## src/rtl/rob_wb_pkg.sv

```systemverilog
// ---------------------------------------------------------------------------
// rob_wb_pkg
// Shared types and constants for the ROB write-back arbiter.
//   exc_e      : exception cause carried alongside every completion result
//   SRC_*      : completion source indices (bit position in src_valid etc.)
//   *_DEF      : default widths/depths used by rob_wb_arbiter
//   rr_wrap    : modular index helper for the round-robin search
// ---------------------------------------------------------------------------
package rob_wb_pkg;

  typedef enum logic [1:0] {
    EXC_NONE = 2'b00,
    EXC_DIV  = 2'b01,
    EXC_LS   = 2'b10,
    EXC_ADDR = 2'b11
  } exc_e;

  localparam int SRC_BR   = 0;
  localparam int SRC_ALU  = 1;
  localparam int SRC_MUL  = 2;
  localparam int SRC_DIV  = 3;
  localparam int SRC_PERM = 4;
  localparam int SRC_LSU  = 5;
  localparam int SRC_CSR  = 6;

  localparam int NUM_SRC_DEF    = 7;
  localparam int DATA_W_DEF     = 32;
  localparam int TAG_W_DEF      = 32;
  localparam int FIFO_DEPTH_DEF = 2;

  // (base + off) mod n, valid for base < n and off < n.
  function automatic int rr_wrap(input int base, input int off, input int n);
    int t;
    t = base + off;
    if (t >= n) t = t - n;
    return t;
  endfunction

endpackage

```

## src/rtl/wb_src_fifo.sv

```systemverilog
// ---------------------------------------------------------------------------
// wb_src_fifo
// Small skid FIFO holding completion results of one execution unit.
// Pointers carry one extra wrap bit so full and empty are distinguishable
// without a separate counter.
// Ports:
//   clk    in   clock
//   rst    in   asynchronous active-low reset
//   push   in   write din (ignored while full or flushing)
//   pop    in   advance read pointer (ignored while empty or flushing)
//   flush  in   synchronous discard of all entries, wins over push/pop
//   din    in   WIDTH-bit entry
//   full   out  DEPTH entries stored
//   empty  out  no entries stored
//   head   out  oldest entry (valid only when !empty)
// ---------------------------------------------------------------------------
module wb_src_fifo #(
  parameter int DEPTH = 2,
  parameter int WIDTH = 66
) (
  input  logic             clk,
  input  logic             rst,
  input  logic             push,
  input  logic             pop,
  input  logic             flush,
  input  logic [WIDTH-1:0] din,
  output logic             full,
  output logic             empty,
  output logic [WIDTH-1:0] head
);

  localparam int AW = $clog2(DEPTH);

  logic [AW:0]      wr_ptr;
  logic [AW:0]      rd_ptr;
  logic [WIDTH-1:0] mem [DEPTH];
  logic             do_push;
  logic             do_pop;

  assign empty   = (wr_ptr == rd_ptr);
  assign full    = ((wr_ptr ^ rd_ptr) == (AW+1)'(DEPTH));
  assign head    = mem[rd_ptr[AW-1:0]];
  assign do_push = push & ~full & ~flush;
  assign do_pop  = pop & ~empty & ~flush;

  always_ff @(posedge clk or negedge rst) begin
    if (!rst) begin
      wr_ptr <= '0;
      rd_ptr <= '0;
    end else if (flush) begin
      wr_ptr <= '0;
      rd_ptr <= '0;
    end else begin
      if (do_push) wr_ptr <= wr_ptr + 1'b1;
      if (do_pop)  rd_ptr <= rd_ptr + 1'b1;
    end
  end

  // Storage needs no reset: entries are only observed between push and pop.
  always_ff @(posedge clk) begin
    if (do_push) mem[wr_ptr[AW-1:0]] <= din;
  end

endmodule

```

## src/rtl/rob_wb_arbiter.sv

```systemverilog
// ---------------------------------------------------------------------------
// rob_wb_arbiter
// Funnels completion results from NUM_SRC execution units into the single
// ROB completion write port, one result per cycle. Each source has its own
// skid FIFO; a round-robin arbiter picks among non-empty FIFOs and the
// winner is loaded into a registered valid/ready output stage.
//
// Build option:
//   WB_BR_PRIO_EN  when defined, source 0 (BR) wins whenever its FIFO is
//                  non-empty and such wins leave rr_ptr untouched; the other
//                  sources stay round-robin. Undefined: pure round-robin.
//
// Ports:
//   clk        in   clock
//   rst        in   asynchronous active-low reset
//   flush      in   synchronous discard of all pending results
//   src_valid  in   per-source result valid
//   src_ready  out  per-source FIFO not full (register-derived only)
//   src_data   in   packed values, source i at [i*DATA_W +: DATA_W]
//   src_tag    in   packed instruction numbers
//   src_exc    in   packed exception causes (rob_wb_pkg::exc_e)
//   wb_valid   out  output result valid
//   wb_ready   in   ROB accepts result
//   wb_data    out  result value
//   wb_tag     out  instruction number
//   wb_exc     out  exception cause
//   wb_src     out  index of the source that produced the result
// ---------------------------------------------------------------------------
module rob_wb_arbiter
  import rob_wb_pkg::*;
#(
  parameter int NUM_SRC    = NUM_SRC_DEF,
  parameter int DATA_W     = DATA_W_DEF,
  parameter int TAG_W      = TAG_W_DEF,
  parameter int FIFO_DEPTH = FIFO_DEPTH_DEF
) (
  input  logic                       clk,
  input  logic                       rst,
  input  logic                       flush,
  input  logic [NUM_SRC-1:0]         src_valid,
  output logic [NUM_SRC-1:0]         src_ready,
  input  logic [NUM_SRC*DATA_W-1:0]  src_data,
  input  logic [NUM_SRC*TAG_W-1:0]   src_tag,
  input  logic [NUM_SRC*2-1:0]       src_exc,
  output logic                       wb_valid,
  input  logic                       wb_ready,
  output logic [DATA_W-1:0]          wb_data,
  output logic [TAG_W-1:0]           wb_tag,
  output logic [1:0]                 wb_exc,
  output logic [$clog2(NUM_SRC)-1:0] wb_src
);

  localparam int SRC_W   = $clog2(NUM_SRC);
  localparam int ENTRY_W = DATA_W + TAG_W + 2;

  logic [NUM_SRC-1:0] full;
  logic [NUM_SRC-1:0] empty;
  logic [NUM_SRC-1:0] pop;
  logic [ENTRY_W-1:0] head [NUM_SRC];

  logic [SRC_W-1:0]   rr_ptr;
  logic [SRC_W-1:0]   cand [NUM_SRC];
  logic               win_found;
  logic [SRC_W-1:0]   win_idx;
  logic [SRC_W-1:0]   rr_next;
  logic               load;
  logic               load_fire;

  // Per-source FIFOs. Entry layout is {exc, tag, data}.
  for (genvar g = 0; g < NUM_SRC; g++) begin : g_fifo
    wb_src_fifo #(
      .DEPTH (FIFO_DEPTH),
      .WIDTH (ENTRY_W)
    ) u_fifo (
      .clk   (clk),
      .rst   (rst),
      .push  (src_valid[g]),
      .pop   (pop[g]),
      .flush (flush),
      .din   ({src_exc[g*2 +: 2], src_tag[g*TAG_W +: TAG_W], src_data[g*DATA_W +: DATA_W]}),
      .full  (full[g]),
      .empty (empty[g]),
      .head  (head[g])
    );
  end

  // Ready depends only on FIFO pointer state, so upstream never sees a
  // combinational path from wb_ready or src_valid.
  assign src_ready = ~full;

  // Candidate order for this cycle: rr_ptr, rr_ptr+1, ... wrapping at NUM_SRC.
  always_comb begin
    for (int k = 0; k < NUM_SRC; k++) begin
      cand[k] = SRC_W'(rr_wrap(int'(rr_ptr), k, NUM_SRC));
    end
  end

  always_comb begin
    win_found = 1'b0;
    win_idx   = '0;
`ifdef WB_BR_PRIO_EN
    if (!empty[SRC_BR]) begin
      win_found = 1'b1;
      win_idx   = SRC_W'(SRC_BR);
    end
`endif
    for (int k = 0; k < NUM_SRC; k++) begin
      if (!win_found && !empty[cand[k]]) begin
        win_found = 1'b1;
        win_idx   = cand[k];
      end
    end
  end

  assign rr_next = (win_idx == SRC_W'(NUM_SRC-1)) ? '0 : win_idx + 1'b1;

  // The stage accepts a new result when empty or when its current one is
  // being taken this cycle; flush suppresses any transfer.
  assign load      = ~wb_valid | wb_ready;
  assign load_fire = load & win_found & ~flush;

  always_comb begin
    pop = '0;
    if (load_fire) pop[win_idx] = 1'b1;
  end

  always_ff @(posedge clk or negedge rst) begin
    if (!rst) begin
      wb_valid <= 1'b0;
      wb_data  <= '0;
      wb_tag   <= '0;
      wb_exc   <= EXC_NONE;
      wb_src   <= '0;
      rr_ptr   <= '0;
    end else if (flush) begin
      wb_valid <= 1'b0;
      rr_ptr   <= '0;
    end else if (load) begin
      if (win_found) begin
        wb_valid                  <= 1'b1;
        {wb_exc, wb_tag, wb_data} <= head[win_idx];
        wb_src                    <= win_idx;
`ifdef WB_BR_PRIO_EN
        if (win_idx != SRC_W'(SRC_BR)) rr_ptr <= rr_next;
`else
        rr_ptr <= rr_next;
`endif
      end else begin
        wb_valid <= 1'b0;
      end
    end
  end

endmodule
```

## config.mk

```make
export PLATFORM = sky130hd
export DESIGN_NAME = rob_wb_arbiter
export DESIGN_NICKNAME = d
export VERILOG_FILES = /design/src/rtl/rob_wb_pkg.sv /design/src/rtl/wb_src_fifo.sv /design/src/rtl/rob_wb_arbiter.sv
export SDC_FILE = /design/constraint.sdc
export NUM_CORES = 1
export LEC_CHECK = 0
export CAP_MARGIN = 25
export CORE_MARGIN = 2
export CORE_UTILIZATION = 42
export DETAILED_ROUTE_END_ITERATION = 10
export GPL_TIMING_DRIVEN = 0
export PLACE_DENSITY = 0.7
export SYNTH_ARGS = -nofsm -noshare
export SYNTH_HDL_FRONTEND = slang
export SYNTH_SLANG_ARGS = --single-unit
```

## constraint.sdc

```tcl
create_clock -name clk -period 6.15 [get_ports clk]
set_input_delay 0.9225 -clock clk [delete_from_list [all_inputs] [get_ports clk]]
set_output_delay 0.9225 -clock clk [all_outputs]
set_load 0.02 [all_outputs]
```

==> results of run 1 <==
[sequential cells by signal (all words and copies together), names as in the netlist]
name and cells:
g_fifo.u_fifo.mem 924, g_fifo.u_fifo.rd_ptr 14, g_fifo.u_fifo.wr_ptr 14, rr_ptr 3, wb_data 32, wb_exc 2
wb_src 3, wb_tag 32, wb_valid 1
[cells in the mapped netlist, types with 18 or more instances]
master	n
xnor2_1	24
a21oi_1	71
nand3_1	77
mux2_2	63
a31oi_1	73
mux2i_1	487
buf_4	18
edfxtp_1	924
nor2_1	107
dfrtp_1	101
nand2_1	290
o21ai_0	27
clkbuf_1	95
a32oi_1	66
buf_2	28
nor3_1	25
xor2_1	26
[worst max path at each step]
stage,to,slack (ns),depth (start not counted)
3_3_place_gp,g_fifo[1].u_fifo.mem[1][1],-5.79,3
6_report,wb_data[5],0.19,19
2_1_floorplan,g_fifo[1].u_fifo.mem[1][0],-0.62,3
4_1_cts,wb_data[29],0.09,18
3_5_place_dp,wb_data[22],-0.85,17
5_1_grt,wb_tag[4],-0.03,16
[timing repair]
action / in CTS / in global routing
endpoints found under the setup margin: 68 / 62
setup buffers: 1 / 2
gates resized for setup: 71 / 17
endpoints found under the hold margin: 0 / 0
pin swaps: 0 / 1
[kinds of logic (layout without fill, tap and decap cells)]
kind of cell             Yosys count  after routing  share of synthesized area, %
XOR/XNOR                          51             51                          1.08
AND/OR/NAND/NOR                  579            579                          6.23
adder cells (fa/ha/maj)           14             14                         0.436
multiplexers                     552            552                          13.4
buffers and inverters            165           1006                          1.81
AO/OA/AOI/OAI                    296            296                          4.81
other                              0             21                             0
flip-flops                      1025           1025                          72.2
[metal layers]
metal  track usage (%)  part of all wire [%]  wire length (um)  up-vias
met5                 0                  0.32               448        -
li1                  -                     -                 -    11858
met3              7.35                   8.3             11500      274
met2              44.6                    49             67900     1077
met1              32.8                    38             53500    13446
met4              12.2                   4.4              6070       70
[through the flow]
step                      setup TNS, ns  std cells  setup WS [ns]  instance area (um^2)  utilization [%]
final                                 0       4831          0.188                 54500             55.2
after global placement         -3738.87       4517          -5.79                 49000             49.7
after global routing            -0.0417       4827        -0.0278                 54400             55.2
after CTS                             0       4808         0.0902                 54300             55.0
after detailed placement         -26.75       4611         -0.854                 50400             51.1
after floorplan                 -325.11       2682         -0.616                 41900                -
[cell type report]
class	count	area [um^2]	share of cell area, %
repair buffers	645	6820	12.5
well taps	1287	1610	2.96
diodes	21	52.6	0.0965
clock inverters	50	527	0.967
plain buffers	156	739	1.36
inverters	9	37.5	0.0689
flip-flops and latches	1025	30300	55.6
clock buffers	146	2850	5.24
multi-input cells	1492	11500	21.2
[critical path: cells and delay by family (launching register included)]
kind	cells	cell delay (ns)
adder cells (fa/ha/maj)	2	0.68
flip-flops	1	0.53
buffers and inverters	6	1.19
AO/OA/AOI/OAI	5	1.39
AND/OR/NAND/NOR	6	1.97
[cell usage in the layout (no fill, tap or decap), drive strengths merged, types with 4 or more instances in the layout]
master	instances
edfxtp	924
and3	11
nor3b	9
nand4	8
nor2	109
clkbuf	241
buf	159
clkinv	30
o211ai	4
a21oi	73
o21ai	30
xnor2	25
nand4b	4
o2111ai	7
mux2i	487
xor2	26
dfrtp	101
mux2	64
clkdlybuf4s50	547
nand2	291
ha	13
inv	17
a32oi	66
a31oi	73
o21a	5
nand3	78
diode	21
nor3	25
and2	4
nor4	8
bufinv	9
nor2b	7
nand2b	10
==> flow_summary.ini, run 1 <==
[status]
status = finished clean

[critical_path]
start_kind = register
worstReg2RegStart = rr_ptr[1]
reg2reg_to = wb_data[5]
cp_slowest_cell = dfrtp_2
slowest_delay_ns = 0.53
r2r_cells = 19
crit_chain = clkinvlp_4 -> ha_1 -> inv_1 -> fa_1 -> or2_1 -> a211o_1 -> a311oi_2 -> a311oi_1 -> or4b_1 -> buf_2 -> or4b_1 -> buf_2 -> or2_1 -> nand2_4 -> buf_6 -> buf_4 -> nand2_1 -> a32oi_1 -> a31oi_1
cp_max_fo = 10
critical_path_class = reg -> reg
cp_data_required_time_ns = 6.70
crit_arrival_ns = 6.52
r2r_slack_ns = 0.19
critPathLaunch = rr_ptr[1]
crit_path_end_kind = register

[synth]
syn_nets = 3169
synth_ff_type = edfxtp_1
synth_top_area_share_pct = 66.2
synth_cell_types = 78
synth_edf_count = 924
ys_seq_area_share_pct = 72.2
async_flop_share_pct = 9.85
syn_area_um2 = 41900
ys_ff_latch = 1025
yosys.area.top_type = edfxtp_1
syn_inst = 2682
ys_warn_count = 0
synth.area.top_cells = edfxtp_1 66%, mux2i_1 12%, dfrtp_1 6.0%
postSynthAreaPerCell_um2 = 15.6

[clock_network]
ctsHoldBuffers = 0
clockRootBuffer = clkbuf_16
cts_inserted_buffers = 106
clk_latency_ns = 0.70
clock_path_buffers = 3
cts_max_level = 3
cts.clk_slew.worst_paths_ns = 0.06
cts.sinks = 1025
cts_tree = done

[routing]
ant_nets = 0
drc = 0
wirelength_mm = 139
drt-pass1-iter-count = 6
first_iter_violations = 2356
vias = 26725
via_per_inst = 5.53
wl_per_cell_um = 28.9

[place]
place.gp.congestion = 0.928
numPortBuffers = 548
dpl.hpwl_mm = 107

[job]
drv_cap = 0

[finish]
nNetsFinal = 3922
syn_to_final_growth_pct = 29.9
fill_cells = 7923
drive_above_1_share_pct = 13.0

[sta]
tightest_slew_ns = 1.10
fmax_ghz = 0.168
slew_headroom_pct = 26.9
slew_violations = 0
holdWs_ns = 0.159
post-route-period-util_pct = 96.9
clock_skew_ns = 0.0285
final.min_clock_period_ns = 5.96
final-setup-viol-count = 0
hold_violations = 0

[hold_path]
hp-class = in -> async

[die]
start_util_pct = 42.5
io_pins = 550
dieHeight_um = 320
die_w_um = 320
dieArea_um2 = 102000
rows = 115
core_um2 = 98700

[global_route]
grt_max_degree = 67
grt_pass1_vias = 27051
antenna_found_initial = 56
grt_overflow_total = 0
grt_pass1_wl_mm = 193
track_usage_pct = 26.9
Power of run 1 is not shown: default switching activity piles up to over one toggle a cycle in this logic, so the estimate is an artifact.
==> inputs of run 2 (changes only) <==
CORE_UTILIZATION = 50   (was 42)
PLACE_DENSITY = 0.8   (was 0.7)
TNS_END_PERCENT = 30   (was unset)
==> run 2 against run 1 <==
Effect of this change: non-clock buffer count is 7 higher; critical path type unchanged; sequential cell count did not move; the run now ends with negative setup slack left; setup slack lost 0.20 ns; worst hold slack worse by 0.016 ns; clock-buffer cell count decreased by 8; first-iteration DRC count up 18%; register-to-register slack lost 0.20 ns; global-route usage rose by 4.0 points; sequential share of layout area increased by 0.63 points; clock skew increased by 0.020 ns; design area is 1.1% lower.
==> flow_summary.ini, run 2 (synthesized netlist as in run 1, its figures left out) <==
[status]
status = finished with violations
violations = negative setup slack

[clock_network]
cts_tree = done
cts_inserted_buffers = 102
cts_max_level = 3
cts.sinks = 1025
cts.clk_slew.worst_paths_ns = 0.07
clockRootBuffer = clkbuf_16
ctsHoldBuffers = 0
clk_latency_ns = 0.68
clock_path_buffers = 3

[finish]
drive_above_1_share_pct = 12.4
nNetsFinal = 3925
syn_to_final_growth_pct = 28.5
largest_reg_flops = 924
final_common_cell = edfxtp_1
fill_cells = 5768
most-common-layout-cells = 924 x edfxtp_1, 547 x clkdlybuf4s50_1, 487 x mux2i_1
final_cell_area_um2 = 53800

[sta]
fmax_ghz = 0.162
post-route-period-util_pct = 100
final-setup-viol-count = 1
slew_headroom_pct = 26.7
clock_skew_ns = 0.0487
final.min_clock_period_ns = 6.16
slew_violations = 0
tightest_slew_ns = 1.10
hold_violations = 0
layout_setup_ws_ns = -0.0150

[routing]
drc = 0
wl_per_cell_um = 29.3
via_per_inst = 5.96
wirelength_mm = 136
drt-pass1-iter-count = 6
ant_nets = 0
vias = 27680
first_iter_violations = 2788

[die]
io_pins = 550
dieArea_um2 = 86200
die_w_um = 294
dieHeight_um = 294
rows = 106
core_um2 = 83300
start_util_pct = 50.3

[critical_path]
crit_arrival_ns = 6.69
worstReg2RegStart = rr_ptr[1]
critical_path_class = reg -> reg
start_kind = register
crit_path_end_kind = register
reg2reg_to = wb_data[3]
cp_data_required_time_ns = 6.67
r2r_slack_ns = -0.01
r2r_cells = 19
cp_max_fo = 10

[global_route]
track_usage_pct = 30.9
grt_pass1_vias = 27844
grt_max_degree = 71
grt_pass1_wl_mm = 189
antenna_found_initial = 49
grt_overflow_total = 0

[place]
placed_cell_area_um2 = 50000
place.gp.congestion = 0.922
numPortBuffers = 548
dpl.hpwl_mm = 102
pre_cts_ws_ns = -0.304

[hold_path]
hp-class = in -> async

[job]
drv_cap = 0
run 2: worst max path at each step:
stage,startpoint,end,slack (ns),cells past startpoint
2_1_floorplan,flush,g_fifo[1].u_fifo.mem[1][0],-0.62,3
3_3_place_gp,g_fifo[2].u_fifo.rd_ptr[0],g_fifo[2].u_fifo.mem[1][54],-5.32,5
3_5_place_dp,rr_ptr[1],wb_data[22],-0.30,19
4_1_cts,rr_ptr[1],wb_data[21],-0.05,19
5_1_grt,rr_ptr[1],wb_tag[14],-0.01,19
6_report,rr_ptr[1],wb_data[3],-0.01,19
run 2: what timing repair did:
item,CTS,global route
endpoints found under the setup margin,49,56
hold endpoints to repair,0,0
resized for setup,33,12
buffers inserted,0,2
run 2: critical path: stages, from the launching register on:
cell and delay (ns):
dfrtp_2 0.53, clkinvlp_4 0.18, ha_1 0.22, inv_1 0.07
fa_1 0.50, or2_1 0.34, a211o_1 0.29, a311oi_1 0.41
a311oi_1 0.08, or4b_1 0.48, buf_2 0.19, or4b_1 0.51
buf_2 0.20, and3_4 0.19, nor2_8 0.34, buf_6 0.32
buf_4 0.25, nand2_1 0.11, a32oi_1 0.60, a31oi_1 0.19
run 2: area by class of cell:
type	instances	area, um^2	share of cell area [%]
antenna	37	92.6	0.172
buffer	156	729	1.35
clock buffer	138	2790	5.18
clock inverter	55	627	1.16
inverter	9	37.5	0.0697
multi-input combinational	1492	11300	20.9
sequential	1025	30300	56.2
tap	1080	1350	2.51
timing repair buffer	652	6680	12.4
run 2: routing by layer:
metal,global-route usage (%),routed length (um)
met4,15.3,7460
met3,6.92,11600
met5,0,205
met1,37.6,49600
met2,52.0,67000
run 2: through the flow:
| stage | setup TNS, ns | instances | hold WS (ns) | utilization [%] |
|---|---|---|---|---|
| floorplan | -401.52 | 2682 | 0.465 | - |
| global placement | -4242.43 | 4310 | 0.465 | 58.5 |
| detailed placement | -5.95 | 4411 | 0.486 | 60.0 |
| CTS | -0.191 | 4604 | 0.123 | 64.4 |
| global route | -0.0413 | 4629 | 0.145 | 64.6 |
| finish | -0.0150 | 4644 | 0.143 | 64.6 |
Power of run 2 is left out for the same reason.
